<file path="config.mk">
export PLATFORM = sky130hd
export DESIGN_NAME = bcd_updown_counter
export DESIGN_NICKNAME = d
export VERILOG_FILES = /design/src/rtl/counter_pkg.sv /design/src/rtl/bcd_digit.sv /design/src/rtl/bcd_updown_counter.sv
export SDC_FILE = /design/constraint.sdc
export NUM_CORES = 1
export LEC_CHECK = 0
export CAP_MARGIN = 20
export CORE_ASPECT_RATIO = 1.25
export CORE_MARGIN = 5
export CORE_UTILIZATION = 34
export CTS_BUF_LIST = sky130_fd_sc_hd__clkbuf_8
export DETAILED_ROUTE_END_ITERATION = 10
export GPL_ROUTABILITY_DRIVEN = 0
export SYNTH_ARGS = -nofsm -noshare
export SYNTH_HDL_FRONTEND = slang
export SYNTH_SLANG_ARGS = --single-unit
</file>
<file path="constraint.sdc">
create_clock -name clk -period 2.1 [get_ports clk]
set_input_delay 0.21 -clock clk [delete_from_list [all_inputs] [get_ports clk]]
set_output_delay 0.21 -clock clk [all_outputs]
set_load 0.02 [all_outputs]
</file>
<file path="src/rtl/counter_pkg.sv">
// Shared definitions for the modulo up/down counter family.
// Covers direction encoding, a ceil-log2 helper and digit saturation.
package counter_pkg;

    localparam logic MODE_DOWN = 1'b0;
    localparam logic MODE_UP   = 1'b1;

    function automatic int clog2(input int value);
        int r;
        r = 0;
        while ((1 << r) < value) r++;
        return r;
    endfunction

    // Clamp a loaded digit into the legal 0..modulus-1 range.
    function automatic int sat_digit(input int value, input int modulus);
        return (value > modulus - 1) ? modulus - 1 : value;
    endfunction

endpackage

</file>
<file path="src/rtl/bcd_digit.sv">
// One modulo-MODULUS digit with clear/load/step and a terminal-count flag.
// The flag feeds the carry/borrow chain of the next digit.
module bcd_digit
    import counter_pkg::*;
#(
    parameter int MODULUS = 10,
    parameter int DW      = 4
) (
    input  logic          clk,
    input  logic          rst_n,
    input  logic          step,
    input  logic          mode,
    input  logic          clear,
    input  logic          load,
    input  logic [DW-1:0] load_d,
    output logic [DW-1:0] q,
    output logic          term
);

    localparam logic [DW-1:0] MAX = DW'(MODULUS - 1);

    logic [DW-1:0] q_d, q_q;

    always_comb begin
        term = (mode == MODE_UP) ? (q_q == MAX) : (q_q == '0);
        q_d  = q_q;
        if (clear)
            q_d = '0;
        else if (load)
            q_d = DW'(sat_digit(int'(load_d), MODULUS));
        else if (step) begin
            if (mode == MODE_UP)
                q_d = term ? '0 : q_q + DW'(1);
            else
                q_d = term ? MAX : q_q - DW'(1);
        end
    end

    always_ff @(posedge clk or negedge rst_n) begin
        if (!rst_n) q_q <= '0;
        else        q_q <= q_d;
    end

    assign q = q_q;

endmodule

</file>
<file path="src/rtl/bcd_updown_counter.sv">
// Multi-digit modulo-N up/down counter with a registered output stage and
// a whole-counter wrap pulse for cascading.
module bcd_updown_counter
    import counter_pkg::*;
#(
    parameter int DIGITS  = 4,
    parameter int MODULUS = 10,
    parameter int DW      = 4
) (
    input  logic                 clk,
    input  logic                 rst_n,
    input  logic                 en,
    input  logic                 mode,
    input  logic                 clear,
    input  logic                 load,
    input  logic [DIGITS*DW-1:0] load_val,
    output logic [DIGITS*DW-1:0] number,
    output logic                 zero,
    output logic                 wrap
);

    if (DIGITS < 1 || DIGITS > 8) begin : g_bad_digits
        $fatal(1, "bcd_updown_counter: DIGITS out of range");
    end
    if (MODULUS < 2 || MODULUS > 16) begin : g_bad_modulus
        $fatal(1, "bcd_updown_counter: MODULUS out of range");
    end
    if (clog2(MODULUS) > DW) begin : g_bad_dw
        $fatal(1, "bcd_updown_counter: DW too narrow for MODULUS");
    end

    logic [DIGITS-1:0][DW-1:0] state;
    logic [DIGITS-1:0]         term, step;
    logic                      wrap_int_d, wrap_int_q;
    logic [DIGITS*DW-1:0]      number_d, number_q;
    logic                      zero_d, zero_q, wrap_q;

    // A digit steps only when every lower digit sits at its terminal value.
    always_comb begin
        logic acc;
        acc = 1'b1;
        for (int k = 0; k < DIGITS; k++) begin
            step[k] = en & acc;
            acc     = acc & term[k];
        end
        wrap_int_d = en & acc & ~clear & ~load;
    end

    for (genvar k = 0; k < DIGITS; k++) begin : g_digit
        bcd_digit #(.MODULUS(MODULUS), .DW(DW)) u_digit (
            .clk    (clk),
            .rst_n  (rst_n),
            .step   (step[k]),
            .mode   (mode),
            .clear  (clear),
            .load   (load),
            .load_d (load_val[k*DW +: DW]),
            .q      (state[k]),
            .term   (term[k])
        );
    end

    always_comb begin
        number_d = state;
        zero_d   = (state == '0);
    end

    always_ff @(posedge clk or negedge rst_n) begin
        if (!rst_n) begin
            wrap_int_q <= 1'b0;
            number_q   <= '0;
            zero_q     <= 1'b0;
            wrap_q     <= 1'b0;
        end else begin
            wrap_int_q <= wrap_int_d;
            number_q   <= number_d;
            zero_q     <= zero_d;
            wrap_q     <= wrap_int_q;
        end
    end

    assign number = number_q;
    assign zero   = zero_q;
    assign wrap   = wrap_q;

endmodule
</file>
---- After elaboration in Yosys (flattened, before gate mapping) ----
Cells that the tools add are included.
word-level totals
  bits in registers ....................... 35
  word-level logic and storage cells ...... 76
  output and inout port bits .............. 18
cells by class
  bitwise logic cells ..................... 11
  add/sub/neg operators ................... 8
  equality and inequality tests ........... 4
  mux-type cells .......................... 32
  reductions and logical operators ........ 9
  order comparisons ....................... 4
operator list
  operator               number
  $mux W4                28
  $add A4 B1 Y4 const B  4
  $eq A4 B4 Y1 const B   4
  $gt A4 B4 Y1 const B   4
  $logic_not A16 Y1      1
  $logic_not A4 Y1       4
  $sub A4 B1 Y4 const B  4
  $reduce_bool A3 Y1     4
  $and A1 B1 Y1          9
  $mux W1                4
  $not A1 Y1             2

---- Logic depth before layout (Yosys ltp) ----
  depth in word-level cells ............... 8
  mapped depth ............................ 7

---- Hierarchy ----
From an unflattened synthesis, not the netlist that was laid out.
second synthesis, totals
  cells, all modules ...................... 245
  area, all modules ....................... 2307.2 µm²
modules (own cells, without submodules)
  module              cells each  seq. area each (µm²)  area each (µm²)  times used
  bcd_digit           54          100.1                 441.7            4
  bcd_updown_counter  29          475.5                 540.5            1

---- Worst setup path after synthesis ----
No wires, ideal clock.
  kind .................................... reg2reg
  start point ............................. reg g_digit[0].u_digit.q_q[0]
  end point ............................... reg g_digit[3].u_digit.q_q[3]
  setup time .............................. 0.096 ns
  period minus slack after synthesis ...... 1.980 ns
  arrival ................................. 1.885 ns
  stages on the path, launching flop included .. 8
  slack ................................... 0.120 ns
  required time ........................... 2.004 ns
  buffers on the path ..................... 0
  path through ............................ dfrtp_1 > inv_1 > ha_1 > or3b_4 > a21oi_4 > nand3_2 > a211o_1 > a311oi_2
between the ends
  longest elaborated chain between the ends .. 6
  elaborated cells between the ends (all ways) .. 7
RTL lines
  what                                                     line                      text
  start: declaration                                       bcd_digit.sv:22           logic [DW-1:0] q_d, q_q;
  start signal: assignment                                 bcd_digit.sv:41           else q_q <= q_d;
  $eq A4 B4 Y1 / $logic_not A4 Y1 (equally long branches)  bcd_digit.sv:25           term = (mode == MODE_UP) ? (q_q == MAX) : (q_q == '0);
  $mux W1 (*)                                              bcd_digit.sv:25
  $and A1 B1 Y1 (*) (2 in a row)                           bcd_updown_counter.sv:44  acc = acc & term[k];
  $and A1 B1 Y1 (*)                                        bcd_updown_counter.sv:43  step[k] = en & acc;
  $reduce_bool A3 Y1 (no source line) (*)                  -
  end signal: assignment                                   bcd_digit.sv:41
  end: declaration                                         bcd_digit.sv:22
Mark *: on every way between the ends. The rest lies on a longest branch, timed or not.
A chain may end at the register's enable or synchronous reset.

---- Worst setup path in the final report ----
  start point ............................. reg g_digit[1].u_digit.q_q[1]
  end point ............................... reg g_digit[3].u_digit.q_q[3]
between the ends
  longest elaborated chain between the ends .. 6
  elaborated cells between the ends (all ways) .. 7
RTL lines
  what                                                     line
  start: declaration                                       bcd_digit.sv:22
  start signal: assignment                                 bcd_digit.sv:41
  $eq A4 B4 Y1 / $logic_not A4 Y1 (equally long branches)  bcd_digit.sv:25
  $mux W1 (*)                                              bcd_digit.sv:25
  $and A1 B1 Y1 (*) (2 in a row)                           bcd_updown_counter.sv:44
  $and A1 B1 Y1 (*)                                        bcd_updown_counter.sv:43
  $reduce_bool A3 Y1 (no source line) (*)                  -
Marks and branches as above.

==> impl_summary.txt <==
----------------------------------------------------
[Place]
  Area post-placement ... 2800 um^2
  Port buffer count ... 39
  Detail Placement HPWL ... 4.11 mm
  Worst setup slack before clock tree synthesis ... -0.0233 ns

[Worst setup path]
  CP Max Fanout ... 4
  Crit path launch ... g_digit[1].u_digit.q[1]
  Cell chain of the critical path ... inv_1 -> ha_1 -> or3b_1 -> a21oi_2 -> nand3_2 -> a211o_1 -> a311oi_2
  Capturing point of the worst reg2reg path ... g_digit[3].u_digit.q[3]
  Type of destination of the critical path ... flop
  CP arrival ... 2.15 ns
  Worst R2R Path Depth ... 7
  Worst setup path endpoint ... g_digit[3].u_digit.q[3]
  Cell at the slowest stage of the critical path ... sky130_fd_sc_hd__dfrtp_1
  Worst r2r src ... g_digit[1].u_digit.q[1]
  Largest stage delay, worst path ... 0.38 ns
  Critical Path Start Type ... flop
  Required time worst endpoint ... 2.30 ns
  Worst reg-to-reg setup slack ... 0.15 ns
  Kind of critical path ... reg2reg

[Clock network]
  H-tree depth ... 2
  CTS Root Cell ... sky130_fd_sc_hd__clkbuf_8
  TritonCTS clock tree ... done
  Clk Latency, worst-skew pair ... 0.29 ns
  Cts hold-fix bufs ... 0
  Setup repair bufs after CTS ... 0
  Clk buf depth ... 2
  Num CTS Buffers ... 5
  Clk slew on worst S/H paths ... 0.08 ns
  Number of clock sinks ... 35
  Count of cells resized by post-cts repair ... 0

[Run status]
  Outcome ... complete, no violations

[Yosys]
  Share of Yosys cell area claimed by the top area cell type ... 39.9%
  Sequential area share after synthesis ... 39.9%
  Most instantiated cells after synthesis ... 35 x sky130_fd_sc_hd__dfrtp_1, 21 x sky130_fd_sc_hd__nand2_1, 18 x sky130_fd_sc_hd__a21oi_1, 18 x sky130_fd_sc_hd__inv_1, 16 x sky130_fd_sc_hd__nor2_1
  Post-synthesis area per instance ... 9.00 um^2
  Cell type contributing the most total cell area after synthesis ... sky130_fd_sc_hd__dfrtp_1
  Number of unique standard cell types used by synthesis ... 50
  EDFF count, synth ... 0
  Main synth FF type ... sky130_fd_sc_hd__dfrtp_1
  Share of flip-flops with an asynchronous set or reset ... 100%
  Seq cells post-synth ... 35
  Gate count of the mapped netlist ... 244
  Mapped Nets ... 279
  Biggest area contributors in the synthesized netlist ... sky130_fd_sc_hd__dfrtp_1 40%, sky130_fd_sc_hd__ha_1 7.4%, sky130_fd_sc_hd__a21oi_1 4.1%
  Summed instance area of the synthesized netlist ... 2200 um^2
  Most common cell in the netlist ... sky130_fd_sc_hd__dfrtp_1
  Yosys synthesis warning count ... 0

[Drt]
  Detailed-route wire length per cell ... 14.7 um
  Number of design-rule violations left by the first detailed-router iteration ... 75
  DR vias ... 2,028
  Vias per Instance ... 5.28
  Uppermost signal routing layer after detailed routing ... met4
  DRC violation count after routing ... 0
  Detailed Routing Iterations Pass 1 ... 5
  Met2 WL post-DR ... 2.90 mm
  Final routed wirelength across all metal layers ... 5.63 mm
  Routed met1 length ... 2.37 mm
  Met3 layer wire length in the routed design ... 284 um
  Post-route ant nets ... 0

[GRT]
  Global-route wire length before repair ... 9.53 mm
  Number of global-route vias before repair ... 2,012
  Antenna violations before repair ... 0
  Overall track demand over capacity in global routing ... 14.8%
  GRT overflow ... 0
  Maximum number of pins on one net before global-route repair ... 36

[Timing]
  Setup repair after global routing missed its margin ... no
  Worst slew pin tran ... 0.477 ns
  Setup ws final ... 0.150 ns
  Top achievable clock speed ... 513 MHz
  Remaining max-slew budget at the tightest pin ... 68.2%
  Layout Skew ... 0.00678 ns
  Final number of setup-violating endpoints ... 0
  Tmin final ... 1.95 ns
  Pins over their slew limit ... 0
  Aggregate negative setup slack ... 0 ns
  Final count of hold timing violations ... 0
  Part of the cycle the worst path needs ... 92.9%

[Layout]
  Share of layout cells above drive strength 1 ... 14.7%
  Area added between synthesis and finish ... 32.1%
  Diodes inserted ... 0
  Post-layout instance area ... 2900 um^2
  Final net count ... 334

[Floorplan]
  Std-Cell Rows ... 32
  Floorplan die height ... 99.9 um
  Core Footprint ... 6250 um^2
  Die X ... 81.9 um
  Area of the die ... 8180 um^2
  I/O pins ... 40
  Initial standard-cell utilization of the core ... 35.2%

[Run]
  # Max-Cap Violations ... 0

[Power and ir drop]
  Pwr per Cell Area ... 627 nW/um^2
  Maximum ir drop on the vdd rail ... 201 uV
  Static leakage ... 1.22 nW

[Worst hold path]
  Tightest Hold Check Type ... in2async

----------------------------------------------------
[metal layers]
metal  GRT usage, %  vias up
met5              0        -
met4           6.39        0
met3           2.78        9
met2           24.6       59
met1           18.4      964
li1               -      996
[metrics by stage]
stage / power, W / hold slack (ns) / instances / util, %
after global placement: 0.00132 / 0.333 / 377 / 44.8
final: 0.00182 / 0.344 / 384 / 46.5
after global routing: 0.00194 / 0.372 / 384 / 46.5
after floorplan: 0.00110 / -0.0856 / 244 / -
after detailed placement: 0.00133 / 0.341 / 377 / 44.8
after CTS: 0.00184 / 0.357 / 384 / 46.2
[layout make-up]
type,instances,area [um^2]
Fill cell,625,3340
Multi-Input combinational cell,176,1190
Sequential cell,35,876
Timing Repair Buffer,63,571
Tap cell,85,106
Clock buffer,6,82.6
Inverter,18,67.6
Clock inverter,1,5.00
[cell families (layout without fill, tap and decap cells)]
kind of cell	count (synthesis)	after routing	synth area share, %
buffers and inverters	33	88	6.43
and+or+nand+nor	79	79	18.5
DFF	35	35	39.9
adders and majority gates	13	13	7.40
AOI/OAI and AO/OA	78	78	25.0
muxes	5	5	2.39
xor gates and xnor gates	1	1	0.399
[placed cells by master (no fill, tap or decap), drive strengths merged, types with 4 or more instances in the layout]
cell type and n:
dfrtp 35, inv 18, clkdlybuf4s50 39, a21oi 19
nor3 4, a31oi 8, nand3 12, clkbuf 6
buf 24, o31ai 6, o211ai 6, nand2 21
a311oi 4, nor2 16, nand2b 7, or3b 4
ha 13, o21ai 13
[critical path: cells and delay by family (launching register included)]
family / cells / cell delay [ns]
buf+inv: 1 / 0.07
fa+ha+maj: 1 / 0.22
flops: 1 / 0.38
compound gates: 3 / 0.69
simple gates: 2 / 0.49
[report_power, final]
part / switching [W] / internal (W) / leakage, nW / total (W)
Combinational: 0.000290 / 0.000257 / 0.718 / 0.000547
Sequential: 0.0000415 / 0.000728 / 0.460 / 0.000769
Clock: 0.000246 / 0.000257 / 0.0470 / 0.000503
Total: 0.000577 / 0.00124 / 1.22 / 0.00182
[worst min-delay path by stage]
stage	from	cells after the start	end	slack, ns
2_1_floorplan	rst_n	0	g_digit[0].u_digit.q[0]	-0.09
3_3_place_gp	wrap_int_q	0	wrap	0.33
3_5_place_dp	wrap_int_q	0	wrap	0.34
4_1_cts	wrap_int_q	0	wrap	0.36
5_1_grt	wrap_int_q	0	wrap	0.37
6_report	rst_n	2	g_digit[1].u_digit.q[3]	0.34
[registers in the layout, summed over array words and instances (netlist names)]
signal / flops
g_digit.u_digit.q: 16
number: 16
wrap: 1
wrap_int_q: 1
zero: 1
(Power assumes the default switching activity.)
